`config.mk`:
```
export PLATFORM = sky130hd
export DESIGN_NAME = lsu_bus_ctrl_flat
export DESIGN_NICKNAME = d
export VERILOG_FILES = /design/src/rtl/lsu_bus_ctrl_if.sv /design/src/rtl/lsu_bus_ctrl.sv /design/src/flat_wrapper.sv
export SDC_FILE = /design/constraint.sdc
export NUM_CORES = 1
export LEC_CHECK = 0
export BUFFER_PORTS_ARGS = -buffer_cell sky130_fd_sc_hd__buf_2
export CAP_MARGIN = 20
export CORE_UTILIZATION = 35
export DETAILED_ROUTE_END_ITERATION = 8
export MAX_ROUTING_LAYER = met4
export PLACE_DENSITY = 0.67
export SETUP_SLACK_MARGIN = 0.02
export SYNTH_ARGS = -nofsm -noshare
export SYNTH_HDL_FRONTEND = slang
export SYNTH_SLANG_ARGS = --single-unit
```
`constraint.sdc`:
```
create_clock -name clk_i -period 3.7 [get_ports clk_i]
set_input_delay 0.37 -clock clk_i [delete_from_list [all_inputs] [get_ports clk_i]]
set_output_delay 0.37 -clock clk_i [all_outputs]
set_load 0.03 [all_outputs]
```
`src/rtl/lsu_bus_ctrl_if.sv`:
```
`default_nettype none
// +---------------------------------------------------------------------+
// | lsu_bus_ctrl_if                                                     |
// | Request/response and Wishbone-classic signal bundle for the LSU.    |
// | Rev 1.0                                                             |
// +---------------------------------------------------------------------+
interface lsu_bus_ctrl_if;
  logic        req_valid_i;
  logic        req_we_i;
  logic [2:0]  funct3_i;
  logic [31:0] addr_i;
  logic [31:0] wdata_i;
  logic        busy_o;
  logic        done_o;
  logic        err_o;
  logic [31:0] mem_o;
  logic        bus_cyc_o;
  logic        bus_stb_o;
  logic        bus_we_o;
  logic [31:0] bus_adr_o;
  logic [3:0]  bus_sel_o;
  logic [31:0] bus_dat_o;
  logic [31:0] bus_dat_i;
  logic        bus_ack_i;

  // master = the LSU (it masters the data bus); slave = EX stage plus bus target
  modport master (
    input  req_valid_i, req_we_i, funct3_i, addr_i, wdata_i, bus_dat_i, bus_ack_i,
    output busy_o, done_o, err_o, mem_o,
           bus_cyc_o, bus_stb_o, bus_we_o, bus_adr_o, bus_sel_o, bus_dat_o
  );

  modport slave (
    output req_valid_i, req_we_i, funct3_i, addr_i, wdata_i, bus_dat_i, bus_ack_i,
    input  busy_o, done_o, err_o, mem_o,
           bus_cyc_o, bus_stb_o, bus_we_o, bus_adr_o, bus_sel_o, bus_dat_o
  );
endinterface
`default_nettype wire

```
`src/rtl/lsu_bus_ctrl.sv`:
```
`default_nettype none
// +---------------------------------------------------------------------+
// | lsu_bus_ctrl                                                        |
// | Load/store unit issuing one Wishbone-classic cycle per request,     |
// | with byte lanes, load extension, misalign and timeout detection.    |
// | Rev 1.0                                                             |
// +---------------------------------------------------------------------+
module lsu_bus_ctrl #(
  parameter int unsigned TIMEOUT = 255
) (
  input wire             clk_i,
  input wire             rst_i,
  lsu_bus_ctrl_if.master lsu
);

  localparam logic [0:0] c_IDLE    = 1'b0;
  localparam logic [0:0] c_BUS     = 1'b1;
  localparam logic [7:0] c_TO_LAST = 8'(TIMEOUT - 1);

  logic [0:0]  r_state;
  logic        r_cyc;
  logic        r_we;
  logic [31:0] r_adr;
  logic [3:0]  r_sel;
  logic [31:0] r_dat;
  logic [2:0]  r_f3;
  logic [1:0]  r_off;
  logic [7:0]  r_cnt;
  logic        r_done;
  logic        r_err;
  logic [31:0] r_mem;

  logic        w_legal;
  logic        w_aligned;
  logic [3:0]  w_sel;
  logic [31:0] w_dat;
  logic [7:0]  w_byte;
  logic [15:0] w_half;
  logic [31:0] w_load;

  // Request decode: legality, alignment and lane placement
  always_comb begin
    w_legal   = 1'b0;
    w_aligned = 1'b1;
    w_sel     = 4'b1111;
    w_dat     = lsu.wdata_i;
    case (lsu.funct3_i)
      3'b000, 3'b001, 3'b010: w_legal = 1'b1;
      3'b100, 3'b101:         w_legal = ~lsu.req_we_i;
      default:                w_legal = 1'b0;
    endcase
    case (lsu.funct3_i[1:0])
      2'b00: begin
        w_sel = 4'b0001 << lsu.addr_i[1:0];
        w_dat = {4{lsu.wdata_i[7:0]}};
      end
      2'b01: begin
        w_aligned = ~lsu.addr_i[0];
        w_sel     = 4'b0011 << {lsu.addr_i[1], 1'b0};
        w_dat     = {2{lsu.wdata_i[15:0]}};
      end
      default: w_aligned = (lsu.addr_i[1:0] == 2'b00);
    endcase
  end

  always_comb begin
    case (r_off)
      2'd0:    w_byte = lsu.bus_dat_i[7:0];
      2'd1:    w_byte = lsu.bus_dat_i[15:8];
      2'd2:    w_byte = lsu.bus_dat_i[23:16];
      default: w_byte = lsu.bus_dat_i[31:24];
    endcase
    w_half = r_off[1] ? lsu.bus_dat_i[31:16] : lsu.bus_dat_i[15:0];
    case (r_f3)
      3'b000:  w_load = {{24{w_byte[7]}}, w_byte};
      3'b001:  w_load = {{16{w_half[15]}}, w_half};
      3'b100:  w_load = {24'd0, w_byte};
      3'b101:  w_load = {16'd0, w_half};
      default: w_load = lsu.bus_dat_i;
    endcase
  end

  // BUS also covers the done/err pulse cycle (r_cyc low), keeping busy_o up through it
  always_ff @(posedge clk_i) begin
    if (rst_i) begin
      r_state <= c_IDLE;
      r_cyc   <= 1'b0;
      r_we    <= 1'b0;
      r_adr   <= 32'd0;
      r_sel   <= 4'd0;
      r_dat   <= 32'd0;
      r_f3    <= 3'd0;
      r_off   <= 2'd0;
      r_cnt   <= 8'd0;
      r_done  <= 1'b0;
      r_err   <= 1'b0;
      r_mem   <= 32'd0;
    end else begin
      r_done <= 1'b0;
      r_err  <= 1'b0;
      case (r_state)
        c_IDLE: begin
          if (lsu.req_valid_i) begin
            if (w_legal && w_aligned) begin
              r_state <= c_BUS;
              r_cyc   <= 1'b1;
              r_we    <= lsu.req_we_i;
              r_adr   <= {lsu.addr_i[31:2], 2'b00};
              r_sel   <= w_sel;
              r_dat   <= lsu.req_we_i ? w_dat : 32'd0;
              r_f3    <= lsu.funct3_i;
              r_off   <= lsu.addr_i[1:0];
              r_cnt   <= 8'd0;
            end else begin
              r_err <= 1'b1;
            end
          end
        end
        c_BUS: begin
          if (r_cyc) begin
            if (lsu.bus_ack_i) begin
              r_cyc  <= 1'b0;
              r_done <= 1'b1;
              if (!r_we) r_mem <= w_load;
            end else if (r_cnt == c_TO_LAST) begin
              r_cyc <= 1'b0;
              r_err <= 1'b1;
            end else begin
              r_cnt <= r_cnt + 8'd1;
            end
          end else begin
            r_state <= c_IDLE;
          end
        end
        default: r_state <= c_IDLE;
      endcase
    end
  end

  assign lsu.busy_o    = (r_state != c_IDLE);
  assign lsu.done_o    = r_done;
  assign lsu.err_o     = r_err;
  assign lsu.mem_o     = r_mem;
  assign lsu.bus_cyc_o = r_cyc;
  assign lsu.bus_stb_o = r_cyc;
  assign lsu.bus_we_o  = r_we;
  assign lsu.bus_adr_o = r_adr;
  assign lsu.bus_sel_o = r_sel;
  assign lsu.bus_dat_o = r_dat;

endmodule
`default_nettype wire
```
`src/flat_wrapper.sv`:
```
// flat-port wrapper written by rule: the top's interface ports become plain ports
module lsu_bus_ctrl_flat 
#(
  parameter int unsigned TIMEOUT = 255
)
  (clk_i, rst_i, lsu_req_valid_i, lsu_req_we_i, lsu_funct3_i, lsu_addr_i, lsu_wdata_i, lsu_bus_dat_i, lsu_bus_ack_i, lsu_busy_o, lsu_done_o, lsu_err_o, lsu_mem_o, lsu_bus_cyc_o, lsu_bus_stb_o, lsu_bus_we_o, lsu_bus_adr_o, lsu_bus_sel_o, lsu_bus_dat_o);
  lsu_bus_ctrl_if lsu_i ();
  input wire clk_i;
  input wire rst_i;
  input wire logic [$bits(lsu_i.req_valid_i)-1:0] lsu_req_valid_i;
  input wire logic [$bits(lsu_i.req_we_i)-1:0] lsu_req_we_i;
  input wire logic [$bits(lsu_i.funct3_i)-1:0] lsu_funct3_i;
  input wire logic [$bits(lsu_i.addr_i)-1:0] lsu_addr_i;
  input wire logic [$bits(lsu_i.wdata_i)-1:0] lsu_wdata_i;
  input wire logic [$bits(lsu_i.bus_dat_i)-1:0] lsu_bus_dat_i;
  input wire logic [$bits(lsu_i.bus_ack_i)-1:0] lsu_bus_ack_i;
  output wire logic [$bits(lsu_i.busy_o)-1:0] lsu_busy_o;
  output wire logic [$bits(lsu_i.done_o)-1:0] lsu_done_o;
  output wire logic [$bits(lsu_i.err_o)-1:0] lsu_err_o;
  output wire logic [$bits(lsu_i.mem_o)-1:0] lsu_mem_o;
  output wire logic [$bits(lsu_i.bus_cyc_o)-1:0] lsu_bus_cyc_o;
  output wire logic [$bits(lsu_i.bus_stb_o)-1:0] lsu_bus_stb_o;
  output wire logic [$bits(lsu_i.bus_we_o)-1:0] lsu_bus_we_o;
  output wire logic [$bits(lsu_i.bus_adr_o)-1:0] lsu_bus_adr_o;
  output wire logic [$bits(lsu_i.bus_sel_o)-1:0] lsu_bus_sel_o;
  output wire logic [$bits(lsu_i.bus_dat_o)-1:0] lsu_bus_dat_o;
  assign lsu_i.req_valid_i = lsu_req_valid_i;
  assign lsu_i.req_we_i = lsu_req_we_i;
  assign lsu_i.funct3_i = lsu_funct3_i;
  assign lsu_i.addr_i = lsu_addr_i;
  assign lsu_i.wdata_i = lsu_wdata_i;
  assign lsu_i.bus_dat_i = lsu_bus_dat_i;
  assign lsu_i.bus_ack_i = lsu_bus_ack_i;
  assign lsu_busy_o = lsu_i.busy_o;
  assign lsu_done_o = lsu_i.done_o;
  assign lsu_err_o = lsu_i.err_o;
  assign lsu_mem_o = lsu_i.mem_o;
  assign lsu_bus_cyc_o = lsu_i.bus_cyc_o;
  assign lsu_bus_stb_o = lsu_i.bus_stb_o;
  assign lsu_bus_we_o = lsu_i.bus_we_o;
  assign lsu_bus_adr_o = lsu_i.bus_adr_o;
  assign lsu_bus_sel_o = lsu_i.bus_sel_o;
  assign lsu_bus_dat_o = lsu_i.bus_dat_o;
  lsu_bus_ctrl #(.TIMEOUT(TIMEOUT)) u_core (.clk_i(clk_i), .rst_i(rst_i), .lsu(lsu_i));
endmodule
```
==> results.md, run 1 <==
- Outcome: finished clean
- Number of post-CTS setup repair buffers: 0
- Post-synthesis cell type count: 50
- Fin. Hold Viols: 0
- Final Cycle Share: about three fifths
- Hpwl dp: 10.28 mm
- Dominant cell type by area after synthesis: dfxtp_1
- Worst ir drop on vdd: about 0.27 mV
- Seq/Total Area, Yosys: around 45%
- Largest net degree at the start of global routing: just over 50
- Critical path depth: 6
- Delay-heaviest family, CP: compound AO/OA/AOI/OAI gates
- CTS tree: yes
- RSZ-0062 raised after global routing: false
- Switching Fraction: 24.77%
- Grt ovf: 0
- Row cnt: 44
- Vias in the first global route: ~4600
- Hold buffer count at cts: 0
- Initial core utilization: between 30% and 40%
- Top FF cell, synth: dfxtp_1
- Synth Cell Area: around 5200 um2
- Startpoint Class: input port
- Core area: 14530 um2
- Remaining antenna violation count after routing: 0
- Arr. time, crit path: about 2.5 ns
- Routability Congestion: roughly 0.86
- Yosys warns: 0
- Hold Path Depth: 3
- Fin Clk Skew: about 0.011 ns
- Die area: between 15000 and 20000 um2
- Mean Syn Cell Area: ~8.5 um2
- #FFs+latches synth: about 120
- I/O pin cnt: 210
- 1st-iter DRT viols: between 300 and 400
- Setup Total Neg Slack: 0 ns
- Slew HR: between 50% and 60%
- DP Cell Count: 962
- Switch Pwr: about 840 uW
- Post-synth EDFFs: 0
- Via count: approximately 5000
- DR WL/cell: approximately 15 um
- Initial antenna violation count: 1
- Post-synthesis cell count: 613
- Number of buffers created by CTS: 17
- Total Routed Length: 14.72 mm
- Vias per cell: between 4 and 5
- Tightest Hold Check Type: in -> reg
- Global Route Usage Sum: between 10% and 20%
- DR pass1 iterations: 4
- Max H-tree Level: 4
- Power per cell area: about 490 nW/um2
- Max-Cap Viols: 0
- Final setup violation count: 0
- Synth top area share: between 40% and 50%
- Comb power frac: 11.0%
- Clk pwr share: around 50%
- Static Leak: 2.944 nW
- Critical setup path kind: in -> reg
- CP max stage cell: o21a_2
- # DRC: 0
- Sequential share of power: between 30% and 40%
- Internal power: ~2.5 mW
- Asr flop ratio synth: 0%
- Nets: 903
- IO Port Bufs: between 200 and 250
- Worst-margin pin slew: approximately 0.74 ns
- CP Max Fanout: 36
- Die width: approximately 120 um
- Commonest non-fill, non-tap cell in the layout: buf_2
- Slew Viols, Final: 0
- Layout cells sized above 1: between 30% and 40%
- WP buf/inv: 2
- Ranking of synthesized cells by area: dfxtp_1 45%, nand2_1 10%, a21oi_1 6.9%
- Final worst path period need: ~2.2 ns
- Final cell count without fillers: slightly below 1000
- Req. time, crit path: 4.03 ns
- Post-CTS Resized: 0
- CP Cell Sequence: buf_2, a221oi_2, o21a_2, buf_4, nor2_1, a311oi_1
- Setup crit end kind: flip-flop
- Chip height: around 120 um
- Fmax: 459.2 MHz
- FF-to-FF path depth: 5
- Worst-path clk slew: 0.06 ns
- Final core utilization: 47.61%
- Worst path max stage delay: 0.62 ns
- Clock Tree Buf Depth: 2
- Area delta synth->final: 33.16%
- Global-route wire length before repair: approximately 23 mm
- Latest clock arrival within the worst-skew pair: between 0.4 and 0.5 ns
- Root Driver: clkbuf_16
- Clk sinks: approximately 120
- Commonest non-fill, non-tap cells in the layout: 206 x buf_2, 139 x nand2_1, 116 x dfxtp_1
==> synth_stat cells, types with 7 or more instances <==
cell	number
a2bb2oi_1	7
mux2i_1	17
o21ai_0	12
nand3b_1	9
nand3_1	26
and2_1	8
dfxtp_1	116
nand2_1	139
a211oi_2	11
o2111ai_1	8
mux2_2	24
a21oi_1	72
a211oi_1	24
clkbuf_1	28
nor2_1	38
buf_2	16
==> final timing paths <==
| path | from | endpoint | slack, ns |
|---|---|---|---|
| worst max-delay path | lsu_req_we_i | u_core.lsu.bus_sel_o[1] | 1.52 |
| worst min-delay path | lsu_addr_i[18] | u_core.lsu.bus_adr_o[18] | 0.18 |
| worst max register to register | u_core.lsu.busy_o | u_core.lsu.bus_sel_o[1] | 1.58 |
| worst min register to register | u_core.lsu.bus_dat_o[21] | u_core.lsu.bus_dat_o[21] | 0.45 |
==> state kept, by name, indices dropped and copies added, names as in the netlist <==
signal	cells
u_core.lsu.bus_adr_o	30
u_core.lsu.bus_cyc_o	1
u_core.lsu.bus_dat_o	32
u_core.lsu.bus_sel_o	4
u_core.lsu.bus_we_o	1
u_core.lsu.busy_o	1
u_core.lsu.done_o	1
u_core.lsu.err_o	1
u_core.lsu.mem_o	32
u_core.r_cnt	8
u_core.r_f3	3
u_core.r_off	2
==> metrics by stage <==
step                hold WS [ns]  worst slack [ns]  instance area, um2  total power, mW
floorplan                 0.4517             2.030                5200            1.571
global placement          0.4384             1.212                6304            1.704
detailed placement        0.4427             1.139                6304            1.707
CTS                       0.1668             1.555                6917            3.412
global route              0.1742             1.379                6919            3.502
finish                    0.1809             1.522                6919            3.384
==> layer usage <==
| metal | global-route usage (%) | vias to the layer above | wire length, um | part of all wire (%) |
|---|---|---|---|---|
| met5 | - | - | 0 | 0 |
| li1 | - | 2498 | - | - |
| met3 | 5.495 | 37 | 1019 | 6.9 |
| met2 | 29.13 | 175 | 6596 | 45 |
| met4 | 10.54 | 0 | 502 | 3.4 |
| met1 | 24.72 | 2253 | 6606 | 45 |
==> power by group through the flow <==
stage | Combinational (mW) | Clock (mW) | Sequential, mW
global route | 0.404 | 1.78 | 1.31
floorplan | 0.178 | 0 | 1.39
CTS | 0.374 | 1.73 | 1.31
detailed placement | 0.372 | 0 | 1.34
finish | 0.372 | 1.70 | 1.31
global placement | 0.369 | 0 | 1.33
==> worst min-delay path: stages <==
cell     delay, ns
buf_2         0.09
nand2_1       0.04
a21oi_1       0.05
==> cell type report <==
| type | count | area (um2) |
|---|---|---|
| multi-input combinational | 441 | 2626 |
| antenna | 1 | 2.502 |
| clock inverter | 9 | 125.1 |
| timing repair buffer | 216 | 1106 |
| clock buffer | 23 | 488.0 |
| sequential | 116 | 2322 |
| inverter | 5 | 18.77 |
| tap | 184 | 230.2 |
| fill | 1476 | 7615 |
==> cell families (layout without fill, tap and decap cells) <==
logic type / count (synthesis) / count (layout) / share of synthesized area (%)
other: 1 / 3 / 0.07217
adders and majority gates: 2 / 2 / 0.4815
xor gates and xnor gates: 5 / 5 / 0.8427
DFF: 116 / 116 / 44.69
buffers and inverters: 57 / 253 / 5.081
muxes: 42 / 42 / 8.909
and+or+nand+nor: 242 / 242 / 20.80
AOI/OAI and AO/OA: 148 / 148 / 19.12
Note: power is estimated with default switching activity, not from simulation.
==> run 2: changes to the inputs <==
PLACE_DENSITY = 0.69   (was 0.67)
clock period = 1.96 ns   (was 3.7 ns; I/O delays follow)
==> results.md, run 2 (synthesis results as in run 1) <==
- DR pass1 iterations: 5 (+1)
- Arr. time, crit path: 2.08 ns (-0.43 ns)
- Core area: 14530 um2 (unchanged)
- Critical setup path kind: reg -> reg
- Fin. Hold Viols: 0 (unchanged)
- M1 WL: 6.770 mm (+2.5%)
- Layout cells sized above 1: 35.69% (+0.13 points)
- Setup crit end kind: flip-flop
- 1st-iter DRT viols: 311 (-11%)
- Area delta synth->final: 38.82%
- N_diodes: 0 (-1)
- Number of buffers created by CTS: 17 (unchanged)
- Final setup violation count: 0 (unchanged)
- Crit path to: u_core.r_cnt[5]
- Final Cycle Share: about nine tenths
- Nets: 928 (+2.8%)
- Fin Clk Skew: 0.005113 ns (-0.005712 ns)
- DR WL/cell: 14.68 um (-0.82%)
- Vias in the first global route: 4558 (-1.2%)
- Total Routed Length: 14.96 mm (+1.6%)
- Outcome: finished clean
- IO Port Bufs: 207 (unchanged)
- WL met3: 1.001 mm (-1.8%)
- Chip height: 123.8 um (unchanged)
- Met2 routed WL: 6.863 mm (+4.0%)
- Startpoint Class: flip-flop
- Clock Tree Buf Depth: 2 (unchanged)
- Commonest non-fill, non-tap cells in the layout: 206 x buf_2, 139 x nand2_1, 116 x dfxtp_1
- Max-Cap Viols: 0 (unchanged)
- Hpwl dp: 10.27 mm (about the same)
- Initial antenna violation count: 0 (-1)
- Worst ir drop on vdd: 0.5368 mV (+98%)
- Remaining antenna violation count after routing: 0 (unchanged)
- Commonest non-fill, non-tap cell in the layout: buf_2
- Post-CTS Resized: 0 (unchanged)
- FF-to-FF path depth: 6 (+1)
- Final instance area: 7213 um2 (+4.2%)
- Req. time, crit path: 2.31 ns (-1.72 ns)
- Worst-path clk slew: 0.05 ns (about the same)
- Final worst path period need: 1.731 ns
- Design Power: 6.589 mW (+95%)
- I/O pin cnt: 210 (unchanged)
- RR Endpoint: u_core.r_cnt[5]
- Worst r2r src: u_core.r_cnt[0]
- Fmax: 577.7 MHz
- Grt ovf: 0 (unchanged)
- Row cnt: 44 (unchanged)
- CP Max Fanout: 6 (-83%)
- CTS tree: yes
- Largest net degree at the start of global routing: 61 (+20%)
- Routability Congestion: 0.8597 (+0.39%)
- Power per cell area: 913.5 nW/um2 (+87%)
- Slew Viols, Final: 0 (unchanged)
- # DRC: 0 (unchanged)
- Root Driver: clkbuf_16
- Clk sinks: 116 (unchanged)
- Die width: 123.8 um (unchanged)
- DP Area: 6416 um2 (+1.8%)
- Latest clock arrival within the worst-skew pair: 0.42 ns (about the same)
- RSZ-0062 raised after global routing: false
- Static Leak: 3.085 nW (+4.8%)
- Setup Total Neg Slack: 0 ns (unchanged)
- Initial core utilization: 35.75% (unchanged)
- Max H-tree Level: 4 (unchanged)
- Tightest Hold Check Type: in -> reg
- Global Route Usage Sum: 20.04% (+0.17 points)
- Die area: 15340 um2 (unchanged)
- Max Used Layer: met4
- Crit path from: u_core.r_cnt[0]
- Via count: 5161 (+4.0%)
- Worst reg-to-reg setup slack: 0.23 ns (-1.35 ns)
- Global-route wire length before repair: 22.79 mm (about the same)
- Vias per cell: 5.065 (+1.5%)
==> run 2: how the worst min path moves through the flow <==
stage                                         from                        to  slack, ns  cells after the start
after floorplan                      lsu_addr_i[0]           u_core.r_off[0]       0.33                      2
after global placement    u_core.lsu.bus_dat_o[11]  u_core.lsu.bus_dat_o[11]       0.44                      2
after detailed placement  u_core.lsu.bus_dat_o[16]  u_core.lsu.bus_dat_o[16]       0.44                      2
after CTS                           lsu_addr_i[26]  u_core.lsu.bus_adr_o[26]     0.0002                      3
after global routing                lsu_addr_i[26]  u_core.lsu.bus_adr_o[26]       0.02                      3
final                                lsu_addr_i[7]   u_core.lsu.bus_adr_o[7]       0.02                      3
==> run 2: report_power, final <==
part	total, mW	switching, mW	internal, mW
combinational	0.763	0.467	0.296
clock	3.36	1.07	2.29
sequential	2.46	0.0379	2.43
==> run 2: worst max-delay path, stage by stage, from the launching register on <==
cell	delay, ns
dfxtp_1	0.36
inv_1	0.08
ha_1	0.23
nand3_1	0.16
o21ai_1	0.18
or4_1	0.50
a21oi_1	0.14
==> run 2: area by class of cell <==
type	count	area, um2
inverter	5	18.77
timing repair buffer	241	1369
multi-input combinational	441	2626
fill	1402	7321
clock inverter	8	145.1
clock buffer	24	501.7
sequential	116	2322
tap	184	230.2
==> run 2: per-layer routing <==
metal,up-vias,GRT usage (%)
met2,189,30.00
met5,-,-
met3,28,5.632
met4,0,9.488
met1,2387,24.82
li1,2557,-
==> run 2: per-stage QoR <==
| stage | worst slack [ns] | std cells | hold slack (ns) | util [%] |
|---|---|---|---|---|
| final | 0.2291 | 1019 | 0.02027 | 49.63 |
| after global routing | 0.09384 | 1019 | 0.02105 | 49.63 |
| after CTS | 0.2221 | 1019 | 0.0002228 | 49.63 |
| after detailed placement | 0.2272 | 972 | 0.4407 | 44.15 |
| after global placement | 0.2629 | 972 | 0.4367 | 44.15 |
| after floorplan | 0.2902 | 614 | 0.3320 | - |
==> run 2: timing repair <==
item | in CTS | in global routing
hold endpoints to repair | 15 | 0
buffers inserted | 0 | 0
hold buffers | 15 | 0
